$ cat config.mk
export PLATFORM = sky130hd
export DESIGN_NAME = imem_loader
export DESIGN_NICKNAME = d
export VERILOG_FILES = /design/src/rtl/imem_loader.sv
export SDC_FILE = /design/constraint.sdc
export NUM_CORES = 1
export LEC_CHECK = 0
export ABC_AREA = 1
export ABC_CLOCK_PERIOD_IN_PS = 2200
export CORE_ASPECT_RATIO = 1.2
export CORE_MARGIN = 1
export CORE_UTILIZATION = 51
export CTS_CLUSTER_DIAMETER = 200
export CTS_CLUSTER_SIZE = 16
export DETAILED_ROUTE_END_ITERATION = 10
export PLACE_DENSITY = 0.8
export SYNTH_ARGS = -nofsm -noshare
export SYNTH_HDL_FRONTEND = slang
export SYNTH_SLANG_ARGS = --single-unit
export TNS_END_PERCENT = 30
$ cat constraint.sdc
create_clock -name clk -period 2.2 [get_ports clk]
set_clock_uncertainty 0.1 [all_clocks]
set_input_delay 0.66 -clock clk [delete_from_list [all_inputs] [get_ports clk]]
set_output_delay 0.66 -clock clk [all_outputs]
set_load 0.02 [all_outputs]
$ cat src/rtl/imem_loader.sv
// Program loader: assembles a little-endian byte stream into 32-bit words,
// writes them to IMEM with even parity, and holds the CPU until the image is complete.
module imem_loader #(
   parameter int ADDR_W = 8
) (
   input  logic            clk,
   input  logic            rst,
   input  logic            start,
   input  logic            s_valid,
   output logic            s_ready,
   input  logic [7:0]      s_data,
   input  logic            s_last,
   output logic            imem_we,
   output logic [31:0]     imem_waddr,
   output logic [31:0]     imem_wdata,
   output logic            imem_wpar,
   output logic [ADDR_W:0] word_count,
   output logic            load_done,
   output logic            load_error,
   output logic            cpu_hold
);

   typedef enum logic [2:0] {
      ST_IDLE,
      ST_RECV,
      ST_WRITE,
      ST_DONE,
      ST_ERROR
   } state_t;

   localparam logic [ADDR_W:0] CAPACITY = {1'b1, {ADDR_W{1'b0}}};
   localparam logic [ADDR_W:0] ONE      = {{ADDR_W{1'b0}}, 1'b1};

   state_t          state_q, state_d;
   logic [1:0]      byte_idx_q;
   logic            last_q;
   logic [ADDR_W:0] word_count_q;
   logic [7:0]      lane_q [3];
   logic            s_ready_q, imem_we_q, load_done_q, load_error_q, cpu_hold_q;
   logic [31:0]     waddr_q, wdata_q;
   logic            wpar_q;

   logic            hs, start_ok, overflow;
   logic [31:0]     word_full;

   assign hs        = s_valid && s_ready_q;
   assign start_ok  = start && (state_q == ST_IDLE || state_q == ST_DONE || state_q == ST_ERROR);
   assign overflow  = (word_count_q == CAPACITY);
   // The fourth byte goes straight into the write register, so only lanes 0..2 are buffered.
   assign word_full = {s_data, lane_q[2], lane_q[1], lane_q[0]};

   always_comb begin
      state_d = state_q;
      case (state_q)
         ST_IDLE, ST_DONE, ST_ERROR: begin
            if (start) state_d = ST_RECV;
         end
         ST_RECV: begin
            if (hs) begin
               if (overflow)                state_d = ST_ERROR;
               else if (byte_idx_q == 2'd3) state_d = ST_WRITE;
               else if (s_last)             state_d = ST_ERROR;
            end
         end
         ST_WRITE: state_d = last_q ? ST_DONE : ST_RECV;
         default:  state_d = ST_IDLE;
      endcase
   end

   genvar gi;
   generate
      for (gi = 0; gi < 3; gi++) begin : g_lane
         always_ff @(posedge clk) begin
            if (rst) begin
               lane_q[gi] <= '0;
            end else if (hs && !overflow && byte_idx_q == 2'(gi)) begin
               lane_q[gi] <= s_data;
            end
         end
      end
   endgenerate

   always_ff @(posedge clk) begin
      if (rst) begin
         state_q      <= ST_IDLE;
         byte_idx_q   <= '0;
         last_q       <= 1'b0;
         word_count_q <= '0;
         s_ready_q    <= 1'b0;
         imem_we_q    <= 1'b0;
         waddr_q      <= '0;
         wdata_q      <= '0;
         wpar_q       <= 1'b0;
         load_done_q  <= 1'b0;
         load_error_q <= 1'b0;
         cpu_hold_q   <= 1'b1;
      end else begin
         state_q      <= state_d;
         // Outputs are registered from the next state so they line up with state_q.
         s_ready_q    <= (state_d == ST_RECV);
         imem_we_q    <= (state_d == ST_WRITE);
         load_done_q  <= (state_d == ST_DONE);
         load_error_q <= (state_d == ST_ERROR);
         cpu_hold_q   <= (state_d != ST_DONE);

         if (start_ok) begin
            word_count_q <= '0;
            byte_idx_q   <= '0;
            last_q       <= 1'b0;
         end

         if (hs && !overflow) begin
            byte_idx_q <= byte_idx_q + 2'd1;
            if (byte_idx_q == 2'd3) begin
               last_q  <= s_last;
               waddr_q <= 32'(word_count_q) << 2;
               wdata_q <= word_full;
               wpar_q  <= ^word_full;
            end
         end

         if (state_q == ST_WRITE) word_count_q <= word_count_q + ONE;
      end
   end

   assign s_ready    = s_ready_q;
   assign imem_we    = imem_we_q;
   assign imem_waddr = waddr_q;
   assign imem_wdata = wdata_q;
   assign imem_wpar  = wpar_q;
   assign word_count = word_count_q;
   assign load_done  = load_done_q;
   assign load_error = load_error_q;
   assign cpu_hold   = cpu_hold_q;

endmodule
-- Word level (Yosys, flattened, before mapping)
Memory sizes are Yosys's and may differ from the RTL's.
Cells that the tools add are included.
- flip-flop bits (word level): 62
- bits in writable memories: 24
- output and inout bits: 79
- word-level logic and storage cells: 75
- memories kept: 1
- $add $sub $neg: 2
- equal/unequal tests: 13
- multiplexer cells: 28
- bitwise logic cells: 3
- reductions and logical operators: 16
- memories (memory ; depth ; width ; read ports ; clocked after memory_dff ; wr ports ; RTL line ; RTL):
    lane_q ; 3 ; 8 ; 3 ; 0 ; 3 ; 38 ; logic [7:0] lane_q [3];
- operators with widths (operator ; number):
    $reduce_xor 32->1 ; 1
    $mux 8 ; 3
    $mux 9 ; 2
    $mux 3 ; 5
    $mux 1 ; 14
    $eq 3x2->1 const B ; 4
    $add 9x1->9 const B ; 1
    $eq 9x9->1 const B ; 1
    $pmux 3 s3 ; 1
    $eq 3x1->1 const B ; 2
    $eq 3x3->1 const B ; 2
    $logic_and 1x1->1 ; 6
    $mux 2 ; 3
    $eq 2x2->1 const B ; 2
    $reduce_bool 2->1 ; 2
    $logic_not 3->1 ; 1
    $ne 3x2->1 const B ; 1
    $or 1x1->1 ; 3
    $reduce_or 3->1 ; 1
    $add 2x1->2 const B ; 1
    $eq 2x1->1 const B ; 1
    $logic_not 2->1 ; 1
    $logic_or 1x1->1 ; 2
    $reduce_and 2->1 ; 1
    $logic_not 1->1 ; 1

-- Logic depth before layout (Yosys ltp)
Gate-level depths: netlist (run 1).
- depth after elaboration: 8
- depth in mapped cells: 14
- mapped depth without buffers: 14

-- Worst setup path before layout (run 1)
OpenSTA, ideal clock, no wires.
- kind: register to register
- start: register word_count_q[0] (netlist: word_count[0])
- end: memory lane_q[0][0], enable pin
- library setup time: 329 ps
- data arrival time: 1495 ps
- slack: 277 ps
- stages on the path, launching flop included: 10
- buffers on the path: 0
- period minus slack after synthesis: 1923 ps
- cell sequence: dfxtp_1 -> inv_1 -> ha_1 -> nand2_1 -> nor3_2 -> nand4_2 -> nand2_4 -> inv_1 -> nand2_1 -> nand2_1
- RTL lines (item ; RTL line ; RTL):
    start: declaration ; 37 ; logic [ADDR_W:0] word_count_q;
    start signal: assignment ; 122 ; if (state_q == ST_WRITE) word_count_q <= word_count_q + ONE;
    end: declaration ; 38 ;

-- Worst setup path after layout (run 1)
- start: register word_count_q[3] (netlist: word_count[3])
- end: output word_count[3]
- RTL lines (item ; RTL line ; RTL):
    end: declaration ; 17 ; output logic [ADDR_W:0] word_count,
No word-level cell between the ends.

==> results of run 1 <==
## state kept, by name, summed over array words and instances (netlist names)
register and flops:
cpu_hold 1, word_count 9, byte_idx_q 2, s_ready 1
lane_q 24, imem_we 1, state_q 3, imem_waddr 9
load_done 1, imem_wdata 32, imem_wpar 1, load_error 1
last_q 1
## through the flow
step / area [um^2] / total power [uW] / util (%)
after floorplan: 4330 / 1980 / -
after global placement: 5070 / 2050 / 62.5
after detailed placement: 5070 / 2070 / 62.5
after CTS: 5250 / 3110 / 64.7
after global routing: 5260 / 3230 / 64.8
final: 5260 / 3100 / 64.8
## layout make-up
class,instances,area (um^2)
Clock buffer,12,135
Clock inverter,4,47.5
Fill cell,666,2850
Inverter,60,225
Multi-Input combinational cell,418,1880
Sequential cell,86,1960
Tap cell,95,119
Timing Repair Buffer,90,890
## worst max-delay path by stage
stage               cells after the start       endpoint     startpoint
global route                            1  word_count[0]  word_count[0]
global placement                        7   lane_q[2][7]        s_valid
detailed placement                      7   lane_q[2][5]        s_valid
CTS                                     1  word_count[2]  word_count[2]
floorplan                               9   lane_q[0][0]  word_count[0]
finish                                  1  word_count[3]  word_count[3]
## layer usage
layer	vias to the layer above	GRT usage, %	part of all wire (%)
met5	-	0	0
met4	0	10.8	2.5
met3	25	4.60	5.1
met2	134	40.8	50
met1	1740	26.0	42
li1	1976	-	-
## layout by cell type (no fill, tap or decap), types with 14 or more instances in the layout
| cell | n |
|---|---|
| clkdlybuf4s50_1 | 64 |
| dfxtp_1 | 62 |
| conb_1 | 23 |
| o21ai_1 | 38 |
| nand2_1 | 204 |
| nand3_1 | 14 |
| a21oi_1 | 50 |
| buf_4 | 19 |
| inv_1 | 53 |
| edfxtp_1 | 24 |
| nor2_1 | 48 |
## logic make-up (layout without fill, tap and decap cells)
group,after synthesis,count (layout)
AO/OA/AOI/OAI,108,108
XOR/XNOR,6,6
adder cells (fa/ha/maj),6,6
buffers and inverters,97,166
flip-flops,86,86
other,1,23
AND/OR/NAND/NOR,275,275
## power by group through the flow
stage	clock [uW]	sequential, uW	combinational (uW)
finish	1070	1670	361
global route	1140	1680	412
CTS	1080	1670	359
detailed placement	0	1710	357
global placement	0	1710	343
floorplan	0	1710	269
## timing repair
action / in CTS / in global routing
gates resized for setup: 1 / 3
endpoints found under the setup margin: 1 / 3
pin swaps: 0 / 0
==> run_results.csv, run 1 <==
group,metric,value,unit
status,status,"completed",
clocking,ctsHoldBuffers,0,
yosys,synthTopCellsByArea,"dfxtp_1 (29%), nand2_1 (18%), edfxtp_1 (17%), a21oi_1 (5.9%), inv_1 (4.7%)",
placed_design,place.gp.congestion,0.838,
timing,hold_viol,0,
timing,period_minus_slack,2.16,ns
placed_design,dp_cells,749,
detailed_routing,drc,0,
clocking,cts_num_sinks,86,
critical_path,worst_setup_path_start_kind,"flop",
clocking,htreeDepth,3,
floorplanning,ios,92,
critical_path,path_buf_inv,1,
grt,grt_pass1_wl,15.6,mm
yosys,synth_top_family_by_area,"simple AND/OR/NAND/NOR gates",
timing,rsz0062_at_grt,"no",
timing,fin_ws,0.0404,ns
critical_path,crit_arrival,1.40,ns
critical_path,r2r_end,"lane_q[2][1]",
clocking,cts_buffers,9,
timing,clock.fmax,463,MHz
clocking,postCtsSetupRepairBufs,0,
critical_path,r2r_start,"word_count[0]",
detailed_routing,totalWireLength,9.26,mm
yosys,synth_compound_area_share,13.3,%
placed_design,dp_hpwl,6.92,mm
yosys,syn-instance-count,579,
hold_path,worst_hold_path.endpoint,"last_q",
layout,n_antenna_cell,0,
floorplanning,die-height,102,um
floorplanning,row_count,36,
yosys,syn_area,4250,um^2
floorplanning,die_w,85.3,um
critical_path,worst_path_max_delay_cell,"clkdlybuf4s50_1",
timing,period_share,98.2,%
detailed_routing,via_per_inst,5.07,
clocking,cts_tree,"built",
yosys,synth.most_common_cell,"nand2_1",
grt,grt_pass1_vias,3647,
layout,nets,684,
yosys,yosysSeqAreaShare,46.2,%
detailed_routing,vias,3875,
yosys,yosys.cell_types.count,30,
grt,grt_max_degree,41,
yosys,synth_edf_count,24,
yosys,synth-simple-area-share,25.9,%
critical_path,path_max_fanout,4,
detailed_routing,wire_per_inst,12.1,um
critical_path,critPathKind,"reg -> out",
pwr,p_per_area,590,nW/um^2
yosys,synth_area_per_cell,7.34,um^2
placed_design,place_ws,-0.109,ns
pwr,vdd_ir_drop_max,0.313,mV
yosys,synth_xor_xnor_area_share,1.24,%
yosys,synthArstFlopShare,0,%
hold_path,hold_depth,2,
grt,antenna_found_initial,0,
yosys,yosysWarningCount,0,
clocking,worstSkewPairLatency,0.35,ns
critical_path,crit_chain,"clkdlybuf4s50_1",
pwr,leakage,0.00245,uW
grt,grt.total_usage,22.7,%
critical_path,critPathRequiredTime,1.44,ns
detailed_routing,drt-initial-drc-count,234,
clocking,cts_root_buf,"clkbuf_8",
detailed_routing,dr.pass1.iters,4,
floorplanning,die_area,8700,um^2
detailed_routing,antenna_left,0,
yosys,yosys-top-cells-count,"nand2_1 (204), dfxtp_1 (62), inv_1 (53)",
timing,slew_viol_final,0,
pwr,p_sw,805,uW
floorplanning,coreArea,8110,um^2
layout,drive_above_1_share,7.16,%
hold_path,min_from,"last_q",
grt,grt_overflow_total,0,
critical_path,cp_slowest_stage_delay,0.65,ns
yosys,yosysTopAreaCellShare,29.2,%
pwr,power.internal,2300,uW
timing,setup-tns-final,0,ns
pwr,p_sw_share,26.0,%
pwr,seq_power_share,53.9,%
clocking,clock_tree.buffer_depth,2,
critical_path,reg2reg_slack,0.25,ns
critical_path,rr_worst_depth,9,
run,drv_cap,0,
yosys,synthAdderAreaFrac,1.77,%
critical_path,cp-end-kind,"output pin",
layout,syn_to_final_growth,23.7,%
yosys,synth_ff_type,"dfxtp_1",
floorplanning,initial_core_util,52.4,%
pwr,p_clk_share,34.5,%
layout,final_cells,765,
yosys,synth_seq_cells,86,
hold_path,min_path_type,"reg -> reg",
clocking,path_clk_slew,0.09,ns
timing,hold_ws,0.372,ns
placed_design,portBuffers,68,
yosys,yosysTopAreaCell,"dfxtp_1",
pwr,pwr-share-comb,11.7,%
timing,setup_viol,0,
yosys,synth.mux.area_fraction,0,%
critical_path,timing.critical_path.max_delay_family,"buffers and inverters",
Note: power is estimated with default switching activity, not from simulation.
==> inputs of run 2 (changes only) <==
--- a/config.mk
+++ b/config.mk
@@ -14,6 +14,7 @@
 export CTS_CLUSTER_SIZE = 16
 export DETAILED_ROUTE_END_ITERATION = 10
 export PLACE_DENSITY = 0.8
+export SKIP_LAST_GASP = 1
 export SYNTH_ARGS = -nofsm -noshare
 export SYNTH_HDL_FRONTEND = slang
 export SYNTH_SLANG_ARGS = --single-unit
==> run 2 against run 1 <==
Count of clock-buffer cells in the layout is the same. Non-clock buffer count is the same. Critical path depth is the same. Combinational power is essentially flat. Sequential power is essentially flat. First-iteration DRC count shrank 3.8%. Final area is essentially flat. Largest power group unchanged. Highest routed layer unchanged.
==> run_results.csv, run 2 (synthesized netlist as in run 1, its figures left out) <==
group,metric,value,unit
status,status,"completed",
grt,met2_usage,40.8,%
layout,largest_register_ff_count,32,
clocking,worstSkewPairLatency,0.35,ns
detailed_routing,drt-initial-drc-count,225,
layout,syn_to_final_growth,23.6,%
placed_design,portBuffers,68,
critical_path,cp_slowest_stage_delay,0.64,ns
run,drv_cap,0,
clocking,cts_tree,"built",
timing,period_share,99.0,%
placed_design,place_ws,-0.109,ns
detailed_routing,wire_per_inst,12.1,um
placed_design,place.gp.congestion,0.838,
layout,utilization,64.8,%
grt,grt_pass1_vias,3647,
layout,n_antenna_cell,0,
placed_design,dp_hpwl,6.92,mm
pwr,leakage,0.00242,uW
pwr,p_per_area,591,nW/um^2
critical_path,worst_setup_path_start_kind,"flop",
grt,grt.total_usage,22.7,%
layout,layout_commonest_cell,"nand2_1",
critical_path,critPathKind,"reg -> out",
timing,clock.fmax,459,MHz
clocking,cts_root_buf,"clkbuf_8",
grt,grtUsageMet3,4.60,%
layout,drive_above_1_share,7.16,%
clocking,htreeDepth,3,
timing,setup_viol,0,
floorplanning,ios,92,
clocking,cts_buffers,9,
grt,grt_overflow_total,0,
detailed_routing,via_per_inst,5.07,
grt,busiest_layer,"met2",
critical_path,critPathRequiredTime,1.44,ns
timing,period_minus_slack,2.18,ns
layout,final_cell_mix,"nand2_1 (204), clkdlybuf4s50_1 (66), dfxtp_1 (62)",
clocking,postCtsSetupRepairBufs,0,
placed_design,placed_area,5070,um^2
floorplanning,initial_core_util,52.4,%
detailed_routing,antenna_left,0,
critical_path,path_buf_inv,1,
timing,hold_viol,0,
grt,grt_max_degree,41,
detailed_routing,vias,3875,
timing,fin_ws,0.0228,ns
grt,antenna_found_initial,0,
critical_path,worst_path_max_delay_cell,"clkdlybuf4s50_1",
clocking,cts_num_sinks,86,
critical_path,crit_chain,"clkdlybuf4s50_1",
floorplanning,die-height,102,um
critical_path,crit_arrival,1.42,ns
timing,slew_viol_final,0,
floorplanning,row_count,36,
timing,setup-tns-final,0,ns
hold_path,min_path_type,"reg -> reg",
floorplanning,die_w,85.3,um
floorplanning,coreArea,8110,um^2
critical_path,path_max_fanout,5,
pwr,vdd_ir_drop_max,0.313,mV
clocking,clock_tree.buffer_depth,2,
layout,final_area,5250,um^2
timing,rsz0062_at_grt,"yes",
critical_path,cp-end-kind,"output pin",
clocking,path_clk_slew,0.09,ns
layout,nets,684,
floorplanning,die_area,8700,um^2
critical_path,timing.critical_path.max_delay_family,"buffers and inverters",
detailed_routing,totalWireLength,9.26,mm
detailed_routing,dr.pass1.iters,4,
pwr,p_total,3100,uW
grt,use_met1,26.0,%
detailed_routing,drc,0,
grt,grt_pass1_wl,15.6,mm
run 2: changes by cell type in the layout (fill, tap and decap cells not counted), sizes merged:
cell	previous run	this run
clkdlybuf4s50	64	66
dlymetal6s2s	3	1
run 2: path summary, 6_finish.rpt:
check	startpoint	endpoint	slack, ns	cells past startpoint
worst max-delay path	word_count[4]	word_count[4]	0.02	1
worst min-delay path	last_q	last_q	0.37	2
worst max register to register	word_count[0]	lane_q[2][1]	0.25	9
worst min register to register	last_q	last_q	0.37	2
run 2: timing repair:
action,4_1_cts,5_1_grt
setup endpoints to repair,1,3
hold buffers,0,0
gates resized for setup,1,1
run 2: stage by stage:
stage / std cells / hold WS [ns]
6_report: 765 / 0.372
5_1_grt: 765 / 0.411
3_3_place_gp: 749 / 0.359
4_1_cts: 765 / 0.373
2_1_floorplan: 601 / 0.344
3_5_place_dp: 749 / 0.360
run 2: final cells by class:
| cell class | count | area (um^2) |
|---|---|---|
| Clock inverter | 4 | 47.5 |
| Sequential cell | 86 | 1960 |
| Clock buffer | 12 | 135 |
| Multi-Input combinational cell | 418 | 1880 |
| Timing Repair Buffer | 90 | 885 |
| Inverter | 60 | 225 |
| Tap cell | 95 | 119 |
| Fill cell | 667 | 2860 |
run 2: worst min-delay path: stages (launching register included):
cell and delay (ns):
dfxtp_1 0.32, nand2_1 0.06, a21oi_1 0.05
run 2: routing by layer:
layer	part of all wire, %	vias to the layer above
met5	0	-
li1	-	1976
met2	50	134
met3	5.1	25
met1	42	1740
met4	2.5	0
run 2: power breakdown:
part | internal [uW] | switching, uW
clock network | 523 | 546
logic | 123 | 239
registers | 1650 | 19.9
